File: config.mk
export PLATFORM = sky130hd
export DESIGN_NAME = coin_field_manager
export DESIGN_NICKNAME = d
export VERILOG_FILES = /design/src/rtl/coin_field_manager.sv
export SDC_FILE = /design/constraint.sdc
export NUM_CORES = 1
export LEC_CHECK = 0
export ABC_AREA = 1
export CORE_ASPECT_RATIO = 0.9
export CORE_MARGIN = 2
export CORE_UTILIZATION = 48
export DETAILED_ROUTE_END_ITERATION = 6
export PLACE_DENSITY = 0.67
export SYNTH_ARGS = -nofsm -noshare
export SYNTH_HDL_FRONTEND = slang
export SYNTH_SLANG_ARGS = --single-unit
File: constraint.sdc
create_clock -name clk -period 7.6 [get_ports clk]
set_clock_uncertainty 0.2 [all_clocks]
set_input_delay 1.52 -clock clk [delete_from_list [all_inputs] [get_ports clk]]
set_output_delay 1.52 -clock clk [all_outputs]
set_load 0.02 [all_outputs]
File: src/rtl/coin_field_manager.sv
// Coin field owner: loads coin positions from ROM, scans for pacman overlap,
// keeps liveness and score, and answers per-pixel coin hits for the drawer.
module coin_field_manager #(
    parameter int unsigned NUM_COINS  = 8,
    parameter int unsigned X_W        = 10,
    parameter int unsigned Y_W        = 9,
    parameter int unsigned COIN_SIZE  = 15,
    parameter int unsigned PAC_SIZE   = 25,
    parameter int unsigned COIN_VALUE = 10,
    parameter int unsigned SCORE_W    = 16
) (
    input  logic                           clk,
    input  logic                           reset,
    input  logic                           restart,
    input  logic                           pac_killed,
    input  logic [X_W-1:0]                 pacman_left_x,
    input  logic [Y_W-1:0]                 pacman_top_y,
    output logic [$clog2(NUM_COINS)-1:0]   rom_addr,
    input  logic [X_W+Y_W:0]               rom_data,
    input  logic [X_W-1:0]                 px_x,
    input  logic [Y_W-1:0]                 px_y,
    output logic                           pixel_on,
    output logic                           coins_ready,
    output logic [NUM_COINS-1:0]           coin_alive,
    output logic [$clog2(NUM_COINS+1)-1:0] coins_left,
    output logic [SCORE_W-1:0]             score,
    output logic                           coin_eaten,
    output logic [$clog2(NUM_COINS)-1:0]   eaten_idx,
    output logic                           level_clear
);

    localparam int unsigned AW  = $clog2(NUM_COINS);
    localparam int unsigned CW  = $clog2(NUM_COINS + 1);
    localparam int unsigned XW1 = X_W + 1;
    localparam int unsigned YW1 = Y_W + 1;
    localparam int unsigned SW1 = SCORE_W + 1;
    localparam logic [AW-1:0]  LAST_IDX  = AW'(NUM_COINS - 1);
    localparam logic [SW1-1:0] SCORE_MAX = {1'b0, {SCORE_W{1'b1}}};

    typedef enum logic [1:0] {
        S_LOAD_ADDR,
        S_LOAD_WAIT,
        S_RUN,
        S_CLEAR
    } state_t;

    state_t state, state_next;

    logic [X_W-1:0]       coin_x [NUM_COINS];
    logic [Y_W-1:0]       coin_y [NUM_COINS];
    logic [AW-1:0]        scan;
    logic                 capture;
    logic                 hit;
    logic                 overlap;
    logic                 pixel_hit;
    logic [NUM_COINS-1:0] alive_next;
    logic [CW-1:0]        left_next;
    logic [SW1-1:0]       score_sum;
    logic                 rom_en;
    logic [X_W-1:0]       rom_x;
    logic [Y_W-1:0]       rom_y;

    assign {rom_en, rom_x, rom_y} = rom_data;

    // Inclusive box overlap of the scanned coin against pacman, one bit wider so nothing wraps
    always_comb begin
        overlap = (XW1'(coin_x[scan]) <= XW1'(pacman_left_x) + XW1'(PAC_SIZE)) &&
                  (XW1'(pacman_left_x) <= XW1'(coin_x[scan]) + XW1'(COIN_SIZE)) &&
                  (YW1'(coin_y[scan]) <= YW1'(pacman_top_y) + YW1'(PAC_SIZE)) &&
                  (YW1'(pacman_top_y) <= YW1'(coin_y[scan]) + YW1'(COIN_SIZE));
    end

    always_comb begin
        pixel_hit = 1'b0;
        for (int k = 0; k < NUM_COINS; k++) begin
            if (coin_alive[k] &&
                (XW1'(px_x) >= XW1'(coin_x[k])) &&
                (XW1'(px_x) <= XW1'(coin_x[k]) + XW1'(COIN_SIZE)) &&
                (YW1'(px_y) >= YW1'(coin_y[k])) &&
                (YW1'(px_y) <= YW1'(coin_y[k]) + YW1'(COIN_SIZE))) begin
                pixel_hit = 1'b1;
            end
        end
    end

    always_ff @(posedge clk) begin
        if (!reset) begin
            state <= S_LOAD_ADDR;
        end else begin
            state <= state_next;
        end
    end

    // Next state and per-cycle strobes; restart overrides everything including a hit
    always_comb begin
        state_next = state;
        capture    = 1'b0;
        hit        = 1'b0;
        case (state)
            S_LOAD_ADDR: state_next = S_LOAD_WAIT;
            S_LOAD_WAIT: begin
                capture    = 1'b1;
                state_next = (rom_addr == LAST_IDX) ? S_RUN : S_LOAD_ADDR;
            end
            S_RUN: begin
                hit = coin_alive[scan] & ~pac_killed & overlap;
                if (coins_left == '0) begin
                    state_next = S_CLEAR;
                end
            end
            S_CLEAR: state_next = S_CLEAR;
            default: state_next = S_LOAD_ADDR;
        endcase
        if (restart) begin
            state_next = S_LOAD_ADDR;
            capture    = 1'b0;
            hit        = 1'b0;
        end
    end

    always_comb begin
        alive_next = coin_alive;
        if (restart) begin
            alive_next = '0;
        end else if (capture) begin
            alive_next[rom_addr] = rom_en;
        end else if (hit) begin
            alive_next[scan] = 1'b0;
        end
        left_next = '0;
        for (int k = 0; k < NUM_COINS; k++) begin
            left_next = left_next + CW'(alive_next[k]);
        end
        score_sum = SW1'(score) + SW1'(COIN_VALUE);
        if (score_sum > SCORE_MAX) begin
            score_sum = SCORE_MAX;
        end
    end

    always_ff @(posedge clk) begin
        if (!reset) begin
            rom_addr    <= '0;
            scan        <= '0;
            coin_alive  <= '0;
            coins_left  <= '0;
            score       <= '0;
            coins_ready <= 1'b0;
            coin_eaten  <= 1'b0;
            eaten_idx   <= '0;
            level_clear <= 1'b0;
            pixel_on    <= 1'b0;
            for (int k = 0; k < NUM_COINS; k++) begin
                coin_x[k] <= '0;
                coin_y[k] <= '0;
            end
        end else begin
            coin_alive  <= alive_next;
            coins_left  <= left_next;
            coins_ready <= (state_next == S_RUN) || (state_next == S_CLEAR);
            level_clear <= (state_next == S_CLEAR);
            coin_eaten  <= hit;
            pixel_on    <= coins_ready & ~restart & pixel_hit;
            if (hit) begin
                eaten_idx <= scan;
                score     <= score_sum[SCORE_W-1:0];
            end
            if (capture) begin
                coin_x[rom_addr] <= rom_x;
                coin_y[rom_addr] <= rom_y;
            end
            if (restart) begin
                rom_addr <= '0;
                scan     <= '0;
            end else begin
                if (capture && (rom_addr != LAST_IDX)) begin
                    rom_addr <= rom_addr + AW'(1);
                end
                if (state == S_RUN) begin
                    scan <= (scan == LAST_IDX) ? '0 : scan + AW'(1);
                end
            end
        end
    end

endmodule

==> results of run 1 <==
==> flip-flops by register name, summed over array words and instances (netlist names), 2 cells and up, named ones only <==
name,flops
coin_x,80
coin_y,72
eaten_idx,3
scan,3
score,16
rom_addr,3
state,2
coins_left,4
coin_alive,8
==> worst min-delay path, cell delays in order (launching register included) <==
cell,delay (ns)
dfxtp_1,0.36
inv_1,0.07
a21oi_1,0.06
==> kinds of logic after synthesis <==
family | synth area share, %
AND/OR/NAND/NOR | 26.5
buffers and inverters | 8.04
AO/OA/AOI/OAI | 10.3
adder cells (fa/ha/maj) | 22.6
flip-flops | 26.4
XOR/XNOR | 6.02
multiplexers | 0.192
==> layout make-up <==
class                   instances  area, µm²
fillers                      4112      20100
multi-input cells            2204      13600
flip-flops and latches        198       5490
inverters                     357       1340
repair buffers                109       1070
well taps                     555        694
clock buffers                  19        453
clock inverters                13        135
==> power by group <==
part	leakage, µW	total [µW]	internal (µW)	switching, µW
clock network	0.000294	939	481	458
registers	0.00194	1230	1200	33.6
logic	0.00843	770	286	485
total	0.0107	2940	1960	976
==> metrics by stage <==
step / power, µW / worst slack [ns] / cells / utilization (%) / hold slack, ns
after floorplan: 1750 / 1.60 / 2816 / - / 0.285
after global placement: 1980 / 0.729 / 3423 / 51.9 / 0.308
after detailed placement: 2010 / 0.539 / 3423 / 51.9 / 0.314
after CTS: 2940 / 0.903 / 3455 / 53.2 / 0.327
after global routing: 3100 / 0.395 / 3455 / 53.2 / 0.368
final: 2940 / 0.845 / 3455 / 53.2 / 0.338
==> per-layer routing <==
metal  global-route usage [%]  up-vias  wire length, µm  part of all wire [%]
met4                     10.4        0             2090                   3.3
li1                         -     9548                -                     -
met3                     3.13      129             4880                   7.7
met5                        0        -                0                     0
met2                     44.3      718            27500                    43
met1                     40.3     9097            29200                    46
==> worst paths after layout <==
path | startpoint | end | slack [ns] | depth (start not counted)
setup / recovery | flop | coins_left[2]$_SDFF_PN0_ | 0.85 | 35
hold / removal | score[0]$_SDFFE_PN0P_ | score[0]$_SDFFE_PN0P_ | 0.34 | 2
setup reg to reg | flop | coins_left[2]$_SDFF_PN0_ | 0.85 | 35
hold reg to reg | score[0]$_SDFFE_PN0P_ | score[0]$_SDFFE_PN0P_ | 0.34 | 2
==> Yosys cell counts (7+ instances only) <==
cell type / number
nor3_1: 48
clkbuf_1: 22
xor2_1: 114
o211ai_1: 15
buf_4: 7
nand2_1: 655
nor2_1: 344
ha_1: 369
nand3b_1: 15
xnor2_1: 29
a21oi_2: 9
o21ai_0: 87
buf_2: 16
dfxtp_1: 46
o21ai_1: 22
nand3_1: 147
a21oi_1: 187
inv_1: 352
buf_6: 9
edfxtp_1: 152
nand4_1: 66
o2111ai_1: 10
o21a_1: 16
a21o_1: 9
==> run_results.csv, run 1 <==
group,metric,value,unit
outcome,status,"completed",
die,io_pins,100,
cts,clkTransAtPathRegs,0.08,ns
detailed_routing,route.vias.total,19500,
placed_design,hpwl,47600,µm
global_routing,grt_max_degree,68,
detailed_routing,dr.pass1.iters,5,
layout,final_cell_mix,"nand2_1, ha_1, inv_1, nor2_1, a21oi_1",
global_routing,grt_pass1_vias,18800,
detailed_routing,wire_per_inst,18.4,µm
setup_path,slowest_delay,0.71,ns
sta,fmax,0.148,GHz
cts,clock-sinks,198,
layout,area_growth,9.72,%
yosys,synth_top_area_cell,"ha_1",
setup_path,worst_path_most_repeated_cell,"nand2_1",
setup_path,crit_path_end_kind,"flop",
cts,clk_latency,0.47,ns
die,die_x,223,µm
power_and_ir_drop,leakagePower,0.0107,µW
yosys,yosys-top-cells-area,"ha_1, edfxtp_1, nand2_1",
sta,setup_viol,0,
yosys,synth_edf_count,152,
sta,relSlewSlack,13.3,%
setup_path,cp.arrival,6.90,ns
setup_path,crit_required,7.75,ns
detailed_routing,ant_nets,0,
sta,fin_setup_tns,0,ns
yosys,seq_area_frac_synth,26.4,%
yosys,synth.distinct_cells,53,
global_routing,grtUsageTotal,28.3,%
yosys,synthArstFlopShare,0,%
layout,layout_commonest_cell,"nand2_1",
placed_design,placed_area,22200,µm²
yosys,synth_ff_type,"edfxtp_1",
layout,stdcell_area,22800,µm²
die,die_y,201,µm
layout,fin_nets,3322,
sta,period_minus_slack,6.75,ns
global_routing,grt_pass1_wl,99400,µm
sta,final_hold_viol_count,0,
cts,cts_resized,0,
setup_path,worst-path-buf-inv,5,
cts,cts_buffers,17,
die,row_count,72,
setup_path,path_class,"flop to flop",
cts,root_buffer,"clkbuf_16",
yosys,synth_cells,2816,
placed_design,gp_congestion,0.934,
global_routing,grt_overflow,0,
worst_hold_path,min_path_type,"flop to flop",
setup_path,start_kind,"flop",
sta,worst_slew_pin_slew,1.30,ns
yosys,netlist_area,20800,µm²
layout,antennaDiodeCount,0,
cts,cts-hold-fix-buffers,0,
die,die-area,45000,µm²
yosys,yosys_warnings,0,
setup_path,slowest_stage,"dfxtp_2",
die,core-area,42900,µm²
yosys,synth_seq_cells,198,
job,drv_cap,0,
setup_path,crit_fanout,67,
detailed_routing,drt-total-wl,63600,µm
cts,htreeDepth,4,
sta,slew_viol_final,0,
power_and_ir_drop,irDropWorstVdd,180,µV
detailed_routing,viasPerCell,5.64,
yosys,synth_top_area_share,22.2,%
placed_design,io_buffers,99,
cts,cts_buffer_depth,2,
setup_path,cp_top_family,"adder cells",
global_routing,antenna_found_initial,0,
die,start_util,48.5,%
sta,rsz0062_at_grt,"false",
cts,cts_tree,"built",
detailed_routing,drtIter0Drc,1690,
yosys,avgSynthCellArea,7.39,µm²
cts,cts_setup_buffers,0,
power_and_ir_drop,power_density,129,nW/µm²
yosys,synth_fp_nets,3251,
sta,fin_crit_sh,88.9,%
layout,layout-drive-gt1-share,2.76,%
detailed_routing,drc,0,
Power figures use the tool's default switching activity.
==> inputs of run 2 (changes only) <==
--- a/config.mk
+++ b/config.mk
@@ -6,7 +6,7 @@
 export NUM_CORES = 1
 export LEC_CHECK = 0
 export ABC_AREA = 1
-export CORE_ASPECT_RATIO = 0.9
+export CORE_ASPECT_RATIO = 1.1
 export CORE_MARGIN = 2
 export CORE_UTILIZATION = 48
 export DETAILED_ROUTE_END_ITERATION = 6
==> run 2 against run 1 <==
The run now ends with design-rule violations left. Setup slack improved by 0.075 ns. Sequential power barely moved. Die area barely moved. Clock power fell by 0.4%. Flip-flop and latch count did not move. Register-to-register slack improved by 0.07 ns. Hold slack got worse by 0.019 ns. Count of clock-buffer cells in the layout did not move. Critical path type unchanged.
==> run_results.csv, run 2 (synthesized netlist as in run 1, its figures left out) <==
group,metric,value,unit
setup_path,endpoint,"coins_left[2]$_SDFF_PN0_",
cts,clk_latency,0.48,ns
layout,fin_nets,3326,
detailed_routing,drt-total-wl,64300,µm
cts,cts-hold-fix-buffers,0,
global_routing,grt_max_degree,47,
worst_hold_path,min_path_cells,2,
layout,final_cell_mix,"nand2_1, ha_1, inv_1, nor2_1, a21oi_1",
die,core-area,43000,µm²
setup_path,slowest_delay,0.60,ns
setup_path,cp_top_family,"adder cells",
sta,setup_viol,0,
power_and_ir_drop,power_density,128,nW/µm²
outcome,status,"finished with violations",
global_routing,grt_overflow,0,
layout,area_growth,9.94,%
setup_path,r2r_end,"coins_left[2]$_SDFF_PN0_",
global_routing,grt_pass1_wl,100000,µm
setup_path,crit_fanout,11,
layout,largest_reg_flops,80,
sta,worst_slew_pin_slew,1.31,ns
die,row_count,80,
setup_path,reg2reg_slack,0.92,ns
cts,root_buffer,"clkbuf_16",
worst_hold_path,min_path_type,"flop to flop",
setup_path,path_class,"flop to flop",
power_and_ir_drop,leakagePower,0.0107,µW
layout,fillers,4223,
layout,multi_input_area,13600,µm²
setup_path,slowest_stage,"dfxtp_1",
setup_path,cp.depth,35,
sta,period_minus_slack,6.68,ns
detailed_routing,wire_per_inst,18.5,µm
layout,layout_commonest_cell,"nand2_1",
setup_path,crit_required,7.76,ns
placed_design,io_buffers,99,
sta,setup_slack,0.920,ns
detailed_routing,dr.pass1.iters,7,
cts,cts_buffer_depth,2,
layout,antennaDiodeCount,0,
sta,final_hold_viol_count,0,
cts,cts_buffers,17,
cts,cts_resized,0,
global_routing,antenna_found_initial,0,
global_routing,grtUsageTotal,28.6,%
layout,top_regs,"coin_x x80, coin_y x72, score x16",
detailed_routing,drc,2,
setup_path,worst_path_most_repeated_cell,"nand2_1",
die,die_y,222,µm
cts,clkTransAtPathRegs,0.08,ns
outcome,violations,"design-rule violations",
detailed_routing,viasPerCell,5.56,
detailed_routing,ant_nets,0,
layout,layout-drive-gt1-share,2.89,%
power_and_ir_drop,fin_total_pwr,2930,µW
setup_path,r2r_cells,35,
cts,clock-sinks,198,
placed_design,hpwl,48100,µm
cts,cts_setup_buffers,0,
sta,fmax,0.150,GHz
setup_path,start_kind,"flop",
job,drv_cap,0,
layout,regArea,5490,µm²
power_and_ir_drop,irDropWorstVdd,188,µV
setup_path,cp.arrival,6.84,ns
die,die-area,45000,µm²
die,start_util,48.3,%
sta,slew_viol_final,0,
die,io_pins,100,
setup_path,worst-path-buf-inv,5,
cts,cts_tree,"built",
detailed_routing,drtIter0Drc,1420,
sta,rsz0062_at_grt,"false",
layout,max_flop_register,"coin_x",
global_routing,grt_pass1_vias,18800,
placed_design,place_ws,0.509,ns
cts,htreeDepth,4,
placed_design,gp_congestion,0.924,
detailed_routing,route.vias.total,19300,
sta,fin_setup_tns,0,ns
sta,relSlewSlack,12.3,%
setup_path,crit_path_end_kind,"flop",
die,die_x,202,µm
sta,fin_crit_sh,87.9,%
## run 2: changes by cell type in the layout (fill, tap and decap cells not counted), moves of 2 or more
cell        delta
inv_4          -2
buf_4          +4
inv_6          -2
clkinvlp_4     +2
clkinv_2       +2
## run 2: routing by layer
layer	vias to the layer above	part of all wire [%]	track usage, %
met1	8935	41	34.4
met4	0	5.5	14.9
met5	-	0	0
met2	649	48	50.0
met3	197	5.1	3.56
li1	9567	-	-
## run 2: where the power goes
part | total (µW) | leakage, µW | internal, µW | switching (µW)
sequential | 1230 | 0.00194 | 1200 | 33.6
combinational | 771 | 0.00845 | 285 | 485
clock | 935 | 0.000282 | 457 | 477
## run 2: area by class of cell
type / instances / share of cell area, %
Tap cell: 574 / 3.14
Multi-Input combinational cell: 2204 / 59.7
Timing Repair Buffer: 113 / 4.79
Inverter: 357 / 5.88
Sequential cell: 198 / 24.0
Clock buffer: 19 / 2.03
Clock inverter: 13 / 0.509
## run 2: how the worst min path moves through the flow
stage	startpoint	end	slack (ns)
2_1_floorplan	state[1]$_SDFF_PN0_	coins_ready$_SDFF_PN0_	0.28
4_1_cts	state[0]$_SDFF_PN0_	state[1]$_SDFF_PN0_	0.33
3_5_place_dp	state[0]$_SDFF_PN0_	state[1]$_SDFF_PN0_	0.31
3_3_place_gp	state[0]$_SDFF_PN0_	state[1]$_SDFF_PN0_	0.31
5_1_grt	score[1]$_SDFFE_PN0N_	score[1]$_SDFFE_PN0N_	0.36
6_report	state[0]$_SDFF_PN0_	state[1]$_SDFF_PN0_	0.32
## run 2: worst reg2reg max path: cells and delay by family (launching register included)
family	cells	cell delay [ns]
simple gates	18	1.59
compound gates	4	0.90
flops	1	0.60
xor+xnor	1	0.15
fa+ha+maj	7	2.51
buf+inv	5	0.61
## run 2: metrics by stage
stage	hold slack (ns)	std cells	instance area, µm²	utilization, %
2_1_floorplan	0.285	2816	20800	-
3_5_place_dp	0.308	3446	22300	51.8
4_1_cts	0.325	3478	22900	53.1
5_1_grt	0.362	3478	22900	53.1
3_3_place_gp	0.310	3446	22300	51.8
6_report	0.319	3478	22900	53.1
